--- src/rtl/hex_display_scanner_if.sv ---
// Bus between the adder datapath and the seven-segment scanner.
// The datapath side drives the digit payload; the display side returns pins.
interface hex_display_scanner_if;
  logic [15:0] digits;
  logic [3:0]  dp_in;
  logic [3:0]  blank;
  logic        load;
  logic [6:0]  seg;
  logic        dp;
  logic [3:0]  an;
  logic [1:0]  digit_sel;

  modport master (output digits, dp_in, blank, load,
                  input  seg, dp, an, digit_sel);
  modport slave  (input  digits, dp_in, blank, load,
                  output seg, dp, an, digit_sel);
endinterface

--- src/rtl/hex_display_scanner.sv ---
// Four-digit multiplexed seven-segment driver: latches hex/dp/blank on load,
// scans anodes with a blanking gap at the start of each slot.
module hex_display_scanner #(
  parameter int REFRESH_DIV = 100000,
  parameter int GAP         = 16
) (
  input  logic                 clk,
  input  logic                 rst_n,
  hex_display_scanner_if.slave bus
);
  localparam int CW = (REFRESH_DIV > 2) ? $clog2(REFRESH_DIV) : 1;
  localparam logic [CW-1:0] LAST  = CW'(REFRESH_DIV - 1);
  localparam logic [CW-1:0] GAP_C = CW'(GAP);

  typedef enum logic {ST_BLANK, ST_ON} state_e;
  localparam state_e RST_ST = (GAP == 0) ? ST_ON : ST_BLANK;

  function automatic logic [6:0] hex2seg(input logic [3:0] h);
    case (h)
      4'h0: hex2seg = 7'b1000000;
      4'h1: hex2seg = 7'b1111001;
      4'h2: hex2seg = 7'b0100100;
      4'h3: hex2seg = 7'b0110000;
      4'h4: hex2seg = 7'b0011001;
      4'h5: hex2seg = 7'b0010010;
      4'h6: hex2seg = 7'b0000010;
      4'h7: hex2seg = 7'b1111000;
      4'h8: hex2seg = 7'b0000000;
      4'h9: hex2seg = 7'b0010000;
      4'hA: hex2seg = 7'b0001000;
      4'hB: hex2seg = 7'b0000011;
      4'hC: hex2seg = 7'b1000110;
      4'hD: hex2seg = 7'b0100001;
      4'hE: hex2seg = 7'b0000110;
      default: hex2seg = 7'b0001110;
    endcase
  endfunction

  logic [CW-1:0] cnt_q, cnt_d;
  logic [1:0]    sel_q, sel_d;
  state_e        state_q, state_d;
  logic [15:0]   digits_q, digits_d;
  logic [3:0]    dpl_q, dpl_d;
  logic [3:0]    blank_q, blank_d;
  logic [3:0]    an_q, an_d;
  logic [6:0]    seg_q, seg_d;
  logic          dp_q, dp_d;
  logic          wrap, lit;

  always_comb begin
    wrap     = (cnt_q == LAST);
    cnt_d    = wrap ? '0 : cnt_q + 1'b1;
    sel_d    = sel_q + {1'b0, wrap};
    digits_d = bus.load ? bus.digits : digits_q;
    dpl_d    = bus.load ? bus.dp_in  : dpl_q;
    blank_d  = bus.load ? bus.blank  : blank_q;

    state_d = state_q;
    case (state_q)
      ST_BLANK: if (cnt_d == GAP_C)        state_d = ST_ON;
      ST_ON:    if (wrap && (GAP != 0))    state_d = ST_BLANK;
      default:                             state_d = RST_ST;
    endcase

    // Outputs are built from the next slot/state so anode and segments
    // switch together; the latch is used as already registered.
    lit  = (state_d == ST_ON) && !blank_q[sel_d];
    an_d = 4'hF;
    seg_d = 7'h7F;
    dp_d  = 1'b1;
    if (lit) begin
      an_d  = ~(4'b0001 << sel_d);
      seg_d = hex2seg(digits_q[{sel_d, 2'b00} +: 4]);
      dp_d  = ~dpl_q[sel_d];
    end
  end

  always_ff @(posedge clk or negedge rst_n) begin
    if (!rst_n) begin
      cnt_q    <= '0;
      sel_q    <= '0;
      state_q  <= RST_ST;
      digits_q <= '0;
      dpl_q    <= '0;
      blank_q  <= '0;
      an_q     <= 4'hF;
      seg_q    <= 7'h7F;
      dp_q     <= 1'b1;
    end else begin
      cnt_q    <= cnt_d;
      sel_q    <= sel_d;
      state_q  <= state_d;
      digits_q <= digits_d;
      dpl_q    <= dpl_d;
      blank_q  <= blank_d;
      an_q     <= an_d;
      seg_q    <= seg_d;
      dp_q     <= dp_d;
    end
  end

  assign bus.an        = an_q;
  assign bus.seg       = seg_q;
  assign bus.dp        = dp_q;
  assign bus.digit_sel = sel_q;
endmodule
--- src/flat_wrapper.sv ---
// flat-port wrapper written by rule: the top's interface ports become plain ports
module hex_display_scanner_flat 
#(
  parameter int REFRESH_DIV = 100000,
  parameter int GAP         = 16
)
  (clk, rst_n, bus_digits, bus_dp_in, bus_blank, bus_load, bus_seg, bus_dp, bus_an, bus_digit_sel);
  hex_display_scanner_if bus_i ();
  input  logic clk;
  input  logic rst_n;
  input wire logic [$bits(bus_i.digits)-1:0] bus_digits;
  input wire logic [$bits(bus_i.dp_in)-1:0] bus_dp_in;
  input wire logic [$bits(bus_i.blank)-1:0] bus_blank;
  input wire logic [$bits(bus_i.load)-1:0] bus_load;
  output wire logic [$bits(bus_i.seg)-1:0] bus_seg;
  output wire logic [$bits(bus_i.dp)-1:0] bus_dp;
  output wire logic [$bits(bus_i.an)-1:0] bus_an;
  output wire logic [$bits(bus_i.digit_sel)-1:0] bus_digit_sel;
  assign bus_i.digits = bus_digits;
  assign bus_i.dp_in = bus_dp_in;
  assign bus_i.blank = bus_blank;
  assign bus_i.load = bus_load;
  assign bus_seg = bus_i.seg;
  assign bus_dp = bus_i.dp;
  assign bus_an = bus_i.an;
  assign bus_digit_sel = bus_i.digit_sel;
  hex_display_scanner #(.REFRESH_DIV(REFRESH_DIV), .GAP(GAP)) u_core (.clk(clk), .rst_n(rst_n), .bus(bus_i));
endmodule
--- config.mk ---
export PLATFORM = sky130hd
export DESIGN_NAME = hex_display_scanner_flat
export DESIGN_NICKNAME = d
export VERILOG_FILES = /design/src/rtl/hex_display_scanner_if.sv /design/src/rtl/hex_display_scanner.sv /design/src/flat_wrapper.sv
export SDC_FILE = /design/constraint.sdc
export NUM_CORES = 1
export LEC_CHECK = 0
export BUFFER_PORTS_ARGS = -buffer_cell sky130_fd_sc_hd__buf_2
export CELL_PAD_IN_SITES_DETAIL_PLACEMENT = 1
export CELL_PAD_IN_SITES_GLOBAL_PLACEMENT = 1
export CORE_MARGIN = 5
export CORE_UTILIZATION = 45
export CTS_CLUSTER_DIAMETER = 100
export CTS_CLUSTER_SIZE = 28
export DETAILED_ROUTE_END_ITERATION = 12
export GPL_ROUTABILITY_DRIVEN = 0
export PLACE_DENSITY_LB_ADDON = 0.08
export SLEW_MARGIN = 40
export SYNTH_ARGS = -nofsm -noshare
export SYNTH_HDL_FRONTEND = slang
export SYNTH_SLANG_ARGS = --single-unit
--- constraint.sdc ---
create_clock -name clk -period 9.58 [get_ports clk]
set_input_delay 1.437 -clock clk [delete_from_list [all_inputs] [get_ports clk]]
set_output_delay 1.437 -clock clk [all_outputs]
set_load 0.02 [all_outputs]
==> results.json, run 1 <==
{
  "ys_types": 50,
  "status": "finished clean",
  "drt-total-wl_um": 5855,
  "synth-xor-area-share_pct": 5.296,
  "post-cts-setup-buffer-count": 0,
  "grt_pass1_wl_um": 10350,
  "clockRootBuffer": "clkbuf_8",
  "clk_pin_slew_worst_paths_ps": 100,
  "route.detailed.drc": 0,
  "fin_nets": 309,
  "die_x_um": 89.04,
  "ctsResizeCount": 0,
  "switchingPower_mw": 0.1189,
  "cts_tree": "built",
  "hpwlAfterDp_um": 4314,
  "syn2layout_area_growth_pct": 13.22,
  "hold_buffers": 0,
  "numCtsBuffers": 5,
  "first_global_vias": 2061,
  "first_pass_iters": 4,
  "ys_warn_count": 0,
  "antenna_found_initial": 0,
  "num_vias": 1920,
  "crit_path_start_kind": "flip-flop",
  "min_to": "u_core.dpl_q[2]",
  "min_period_ps": 3524,
  "whs_ps": 509.8,
  "ys.flop_type": "dfrtp_1",
  "p_per_area_nw_per_um2": 153.8,
  "postSynthRegisterBits": 56,
  "via_per_inst": 5.486,
  "critPathMaxFanout": 12,
  "rsz0062_at_grt": "false",
  "synthMuxAreaShare_pct": 14.73,
  "synth-compound-area-share_pct": 5.518,
  "port_buffers": 40,
  "ir_drop_mv": 0.08314,
  "post_drt_wl_per_cell_um": 16.73,
  "fin_skew_ps": 6.651,
  "endpoint_kind": "flip-flop",
  "fin_crit_sh_pct": 36.78,
  "syn_nets": 272,
  "initial_core_util_pct": 46.93,
  "dieArea_sq_um": 7928,
  "final_layout_size_suffix_gt1_share_pct": 35.64,
  "reg2reg_depth": 11,
  "hp-start": "u_core.dpl_q[2]",
  "netlist_area_sq_um": 2811,
  "num_rows": 28,
  "slew_viol_final": 0,
  "worst-endpoint-arrival_ps": 3780,
  "fp.coreArea_sq_um": 5991,
  "switching_share_pct": 24.29,
  "clock-sinks": 56,
  "maxSlewHeadroom_pct": 54.14,
  "ys_seq_area_share_pct": 50.38,
  "pre_cts_slack_ps": 6053,
  "fin_ws_ps": 6056,
  "reg2reg_to": "u_core.bus.seg[0]",
  "whs_path_depth": 1,
  "p_int_mw": 0.3705,
  "die_h_um": 89.04,
  "synth_top_family_by_area": "simple AND/OR/NAND/NOR gates",
  "maxCapViolCount": 0,
  "drt_first_iter_violations": 80,
  "clock_latency_ps": 310,
  "pwr-share-seq_pct": 53.6,
  "num_antenna_cells": 0,
  "grt_max_degree": 57,
  "fmax_ghz": 0.2838,
  "leakagePower_nw": 1.392,
  "clkPwrFrac_pct": 33.4,
  "cp.required_ps": 9830,
  "p_comb_share_pct": 13.0,
  "crit_type": "flip-flop to flip-flop",
  "grt-ovfl-total": 0,
  "synthSimpleGateAreaFrac_pct": 17.09,
  "finalSetupViolCount": 0,
  "grt.total_usage_pct": 17.00,
  "ant_nets": 0,
  "worst_pin_slew_ps": 688.0,
  "ys_async_sr_fraction_pct": 100.0,
  "io_pins": 41,
  "final_util_pct": 53.13,
  "r2r_start": "u_core.cnt_q[5]",
  "h-tree-depth": 2,
  "ff2ff_setup_slack_ps": 6060,
  "hp-class": "flip-flop to flip-flop",
  "synth_cells": 237,
  "fin_setup_tns_ps": 0,
  "finalHoldViolations": 0,
  "synth_edf_count": 0,
  "syn_area_per_cell_sq_um": 11.86,
  "cts_buffer_depth": 2,
  "synth_fa_ha_area_share_pct": 3.560
}
## per-layer routing
metal / track usage, % / vias up / share of wire, %
li1: - / 917 / -
met3: 3.779 / 6 / 5.3
met1: 24.09 / 946 / 47
met4: 4.465 / 0 / 1.1
met5: 0 / - / 0
met2: 26.59 / 51 / 46
## layout by cell type, fill, tap and decap left out, drive strengths merged, types with 3 or more instances in the layout
cell / instances
dfrtp: 44
buf: 42
mux2: 25
nor2: 18
nand2: 14
dfstp: 12
inv: 10
xor2: 10
nand3: 10
ha: 8
nor3: 7
xnor2: 7
clkbuf: 6
mux4: 5
and4: 4
nand4: 4
nor2b: 3
nand2b: 3
a21oi: 3
nor3b: 3
o21ai: 3
nor4b: 3
## synth_stat cells, drive strengths merged, types with 4 or more instances
| library cell | count | share of area [%] |
|---|---|---|
| dfrtp | 44 | 39 |
| mux2 | 25 | 10 |
| nor2 | 18 | 2.4 |
| nand2 | 14 | 1.9 |
| dfstp | 12 | 11 |
| inv | 10 | 1.3 |
| nand3 | 10 | 2.3 |
| xor2 | 10 | 3.1 |
| ha | 8 | 3.6 |
| buf | 7 | 1.4 |
| nor3 | 7 | 1.2 |
| xnor2 | 7 | 2.2 |
| clkbuf | 5 | 0.67 |
| mux4 | 5 | 4.0 |
| and4 | 4 | 1.2 |
| nand4 | 4 | 0.89 |
## metrics by stage
stage	std cells	power [mW]	instance area [sq um]
finish	350	0.4894	3183
global route	350	0.5177	3183
CTS	350	0.4988	3183
detailed placement	342	0.3322	3062
global placement	342	0.3304	3062
floorplan	237	0.3085	2811
## area by class of cell
type,instances,area (sq um)
inverters,10,37.54
repair buffers,42,215.2
flip-flops and latches,56,1416
clock buffers,6,82.58
clock inverters,2,38.79
multi-input cells,159,1299
fillers,670,2808
well taps,75,93.84
## state kept, by name, indices dropped and copies added (netlist names)
register	flops
u_core.bus.digit_sel	2
u_core.digits_q	16
u_core.bus.an	4
u_core.cnt_q	17
u_core.blank_q	4
u_core.bus.dp	1
u_core.state_q	1
u_core.dpl_q	4
u_core.bus.seg	7
## worst max path at each step
stage               startpoint                end  slack, ps  cells past startpoint
3_3_place_gp   u_core.cnt_q[5]  u_core.bus.seg[0]       6110                     11
4_1_cts        u_core.cnt_q[5]  u_core.bus.seg[0]       6020                     11
5_1_grt        u_core.cnt_q[5]  u_core.bus.seg[0]       5660                     11
2_1_floorplan  u_core.cnt_q[0]  u_core.bus.seg[1]       6330                     11
3_5_place_dp   u_core.cnt_q[5]  u_core.bus.seg[0]       6050                     11
6_report       u_core.cnt_q[5]  u_core.bus.seg[0]       6060                     11
## logic make-up (layout without fill, tap and decap cells)
family	after synthesis	after routing
AO/OA/AOI/OAI	21	21
XOR/XNOR	17	17
adder cells (fa/ha/maj)	8	8
buffers and inverters	22	60
flip-flops	56	56
multiplexers	32	32
AND/OR/NAND/NOR	81	81
## power groups by stage
stage | clock, mW | sequential [mW] | combinational (mW)
after floorplan | 0 | 0.273 | 0.0355
after global placement | 0 | 0.267 | 0.0638
after detailed placement | 0 | 0.268 | 0.0647
after CTS | 0.171 | 0.263 | 0.0650
after global routing | 0.181 | 0.265 | 0.0719
final | 0.163 | 0.262 | 0.0636
## worst max-delay path, cell delays in order (launching register included)
cell	delay, ps
dfrtp_1	480
nor4b_1	290
and4_1	210
and4_1	410
ha_1	530
mux4_2	660
inv_1	160
ha_1	280
nor3_1	90
a221oi_1	220
nor2_1	70
nand2_1	70
Power figures use the tool's default switching activity.
==> run 2: changes to the inputs <==
--- a/config.mk
+++ b/config.mk
@@ -5,11 +5,12 @@
 export SDC_FILE = /design/constraint.sdc
 export NUM_CORES = 1
 export LEC_CHECK = 0
+export ABC_AREA = 1
 export BUFFER_PORTS_ARGS = -buffer_cell sky130_fd_sc_hd__buf_2
 export CELL_PAD_IN_SITES_DETAIL_PLACEMENT = 1
 export CELL_PAD_IN_SITES_GLOBAL_PLACEMENT = 1
 export CORE_MARGIN = 5
-export CORE_UTILIZATION = 45
+export CORE_UTILIZATION = 43
 export CTS_CLUSTER_DIAMETER = 100
 export CTS_CLUSTER_SIZE = 28
 export DETAILED_ROUTE_END_ITERATION = 12
==> constraint.sdc (replaced) <==
create_clock -name clk -period 3.57 [get_ports clk]
set_input_delay 0.5355 -clock clk [delete_from_list [all_inputs] [get_ports clk]]
set_output_delay 0.5355 -clock clk [all_outputs]
set_load 0.02 [all_outputs]
==> run 2 against run 1 <==
First-iteration DRC count decreased by 15%. Area after synthesis increased by 5.9%. Combinational power increased to 2.7 times the previous value. Synthesized cell count increased by 49%. Wire length increased by 22%. Clock power increased to 2.6 times the previous value. Critical path depth increased by 10. Critical path type unchanged. Largest cell class unchanged. Highest routed layer unchanged.
==> results.json, run 2 <==
{
  "status": "finished clean",
  "h-tree-depth": 2,
  "ys_top_cells_by_count": "nand2_1, inv_1, dfrtp_1",
  "first_global_vias": 2537,
  "antenna_found_initial": 0,
  "postSynthRegisterBits": 56,
  "min_period_ps": 3083,
  "numCtsBuffers": 5,
  "cts_tree": "built",
  "p_comb_share_pct": 13.3,
  "synth_edf_count": 0,
  "dieArea_sq_um": 8690,
  "initial_core_util_pct": 44.07,
  "ir_drop_mv": 0.1729,
  "final_common_cell": "nand2_1",
  "ctsResizeCount": 0,
  "fin_nets": 430,
  "cp.required_ps": 3790,
  "crit_type": "flip-flop to flip-flop",
  "post-cts-setup-buffer-count": 0,
  "clkPwrFrac_pct": 32.7,
  "drt-total-wl_um": 7132,
  "ys_async_sr_fraction_pct": 100.0,
  "synth.most_common_cell": "nand2_1",
  "synth_fa_ha_area_share_pct": 3.361,
  "p_per_area_nw_per_um2": 385.2,
  "fp.coreArea_sq_um": 6756,
  "p_int_mw": 0.9536,
  "switchingPower_mw": 0.3366,
  "yosys-top-cells-area": "dfrtp_1, dfstp_2, nand2_1",
  "num_rows": 30,
  "syn2layout_area_growth_pct": 12.48,
  "post_drt_wl_per_cell_um": 14.98,
  "clock-sinks": 56,
  "syn_area_per_cell_sq_um": 8.412,
  "fill_cells": 843,
  "pwr-share-seq_pct": 54.1,
  "grt_pass1_wl_um": 12110,
  "synth_top_family_by_area": "simple AND/OR/NAND/NOR gates",
  "die_x_um": 93.22,
  "top_register": "u_core.cnt_q",
  "synthSimpleGateAreaFrac_pct": 27.65,
  "io_pins": 41,
  "largest_reg_flops": 17,
  "final_layout_size_suffix_gt1_share_pct": 26.26,
  "ys.flop_type": "dfrtp_1",
  "via_per_inst": 4.979,
  "grt-ovfl-total": 0,
  "clock_latency_ps": 310,
  "ys_warn_count": 0,
  "maxCapViolCount": 0,
  "endpoint_kind": "flip-flop",
  "synth-compound-area-share_pct": 6.387,
  "dp_cells": 468,
  "worst_pin_slew_ps": 711.4,
  "switching_share_pct": 26.09,
  "route.detailed.drc": 0,
  "rsz0062_at_grt": "false",
  "finalHoldViolations": 0,
  "hp-class": "input port to asynchronous set/reset pin",
  "synth.largest_area_cell": "dfrtp_1",
  "netlist_area_sq_um": 2978,
  "drt_first_iter_violations": 68,
  "synth_cells": 354,
  "num_antenna_cells": 0,
  "worst-endpoint-arrival_ps": 3300,
  "hpwlAfterDp_um": 5573,
  "ant_nets": 0,
  "crit_path_start_kind": "flip-flop",
  "synth_top_area_share_pct": 36.97,
  "synthMuxAreaShare_pct": 4.160,
  "die_h_um": 93.22,
  "final_util_pct": 49.57,
  "hold_buffers": 0,
  "num_vias": 2370,
  "fmax_ghz": 0.3244,
  "fin_crit_sh_pct": 86.35,
  "clk_pin_slew_worst_paths_ps": 100,
  "grt.total_usage_pct": 17.81,
  "leakagePower_nw": 1.752,
  "critPathMaxFanout": 10,
  "fin_setup_tns_ps": 0,
  "grt_max_degree": 38,
  "port_buffers": 40,
  "final_cells": 476,
  "syn_nets": 389,
  "maxSlewHeadroom_pct": 52.58,
  "ys_types": 30,
  "synth-xor-area-share_pct": 1.723,
  "fin_skew_ps": 8.620,
  "finalSetupViolCount": 0,
  "first_pass_iters": 4,
  "cts_buffer_depth": 2,
  "ys_seq_area_share_pct": 47.56,
  "slew_viol_final": 0,
  "clockRootBuffer": "clkbuf_8",
  "final_cell_mix": "nand2_1, inv_1, dfrtp_1"
}
[run 2: cell types whose count changed after synthesis, moves of 11 or more]
| cell | change |
|---|---|
| inv_1 | +48 |
| nand2_1 | +69 |
| o21ai_0 | +16 |
| mux2_2 | -14 |
| nor2_1 | +11 |
| nand3_1 | +15 |
[run 2: cells by family (layout without fill, tap and decap cells)]
family | after synthesis | in the layout
XOR/XNOR | 5 | 5
multiplexers | 11 | 11
AO/OA/AOI/OAI | 35 | 35
flip-flops | 56 | 56
adder cells (fa/ha/maj) | 8 | 8
buffers and inverters | 67 | 109
AND/OR/NAND/NOR | 172 | 172
[run 2: final timing paths]
| path | cells after the start | to | slack, ps | startpoint |
|---|---|---|---|---|
| max in group asynchronous | 2 | u_core.bus.seg[4] | 2420 | rst_n |
| worst max-delay path | 21 | u_core.bus.seg[0] | 490 | u_core.cnt_q[0] |
| worst min-delay path | 1 | u_core.cnt_q[2] | 260 | rst_n |
| worst max register to register | 21 | u_core.bus.seg[0] | 490 | u_core.cnt_q[0] |
| worst min register to register | 1 | u_core.digits_q[13] | 530 | u_core.digits_q[13] |
| min in group clk | 3 | u_core.digits_q[7] | 430 | bus_digits[7] |
[run 2: power groups by stage]
stage          Sequential (mW)  Clock, mW  Combinational (mW)
2_1_floorplan            0.725          0              0.0929
3_3_place_gp             0.710          0               0.170
3_5_place_dp             0.710          0               0.175
4_1_cts                  0.699      0.436               0.175
5_1_grt                  0.703      0.463               0.194
6_report                 0.698      0.421               0.171
[run 2: critical path, stage by stage, from the launching register on]
cell and delay, ps:
dfrtp_1 410, ha_1 240, nand2_2 90, inv_2 50, nand2_2 70, nor2_4 40
nand2_4 120, inv_1 70, ha_1 230, xnor2_1 240, nand2_1 170, inv_1 170
nand2_1 70, nand3_1 190, inv_1 130, ha_1 260, nand3_1 130, nand2_1 80
nand2_1 60, nand2_1 60, inv_1 60, nand3_2 70
[run 2: per-stage QoR]
stage	worst slack (ps)	total power [mW]	area, sq um	hold WS, ps
floorplan	986.2	0.8181	2978	239.9
global placement	690.0	0.8801	3238	495.1
detailed placement	514.0	0.8852	3238	504.5
CTS	484.2	1.310	3349	281.9
global route	119.5	1.360	3349	298.3
finish	487.3	1.290	3349	263.7
[run 2: final cells by class]
cell class                      instances  area (sq um)  share of cell area, %
Tap cell                               80         100.1                  2.988
Sequential cell                        56          1416                  42.29
Multi-Input combinational cell        231          1289                  38.48
Inverter                               60         225.2                  6.724
Timing Repair Buffer                   41         207.7                  6.201
Clock inverter                          3         42.54                  1.270
Clock buffer                            5         68.82                  2.055
[run 2: per-layer routing]
| metal | up-vias | share of wire, % | track usage, % |
|---|---|---|---|
| li1 | 1181 | - | - |
| met5 | - | 0 | 0 |
| met3 | 12 | 2.1 | 2.574 |
| met2 | 33 | 52 | 32.10 |
| met1 | 1144 | 43 | 21.13 |
| met4 | 0 | 2.6 | 7.082 |
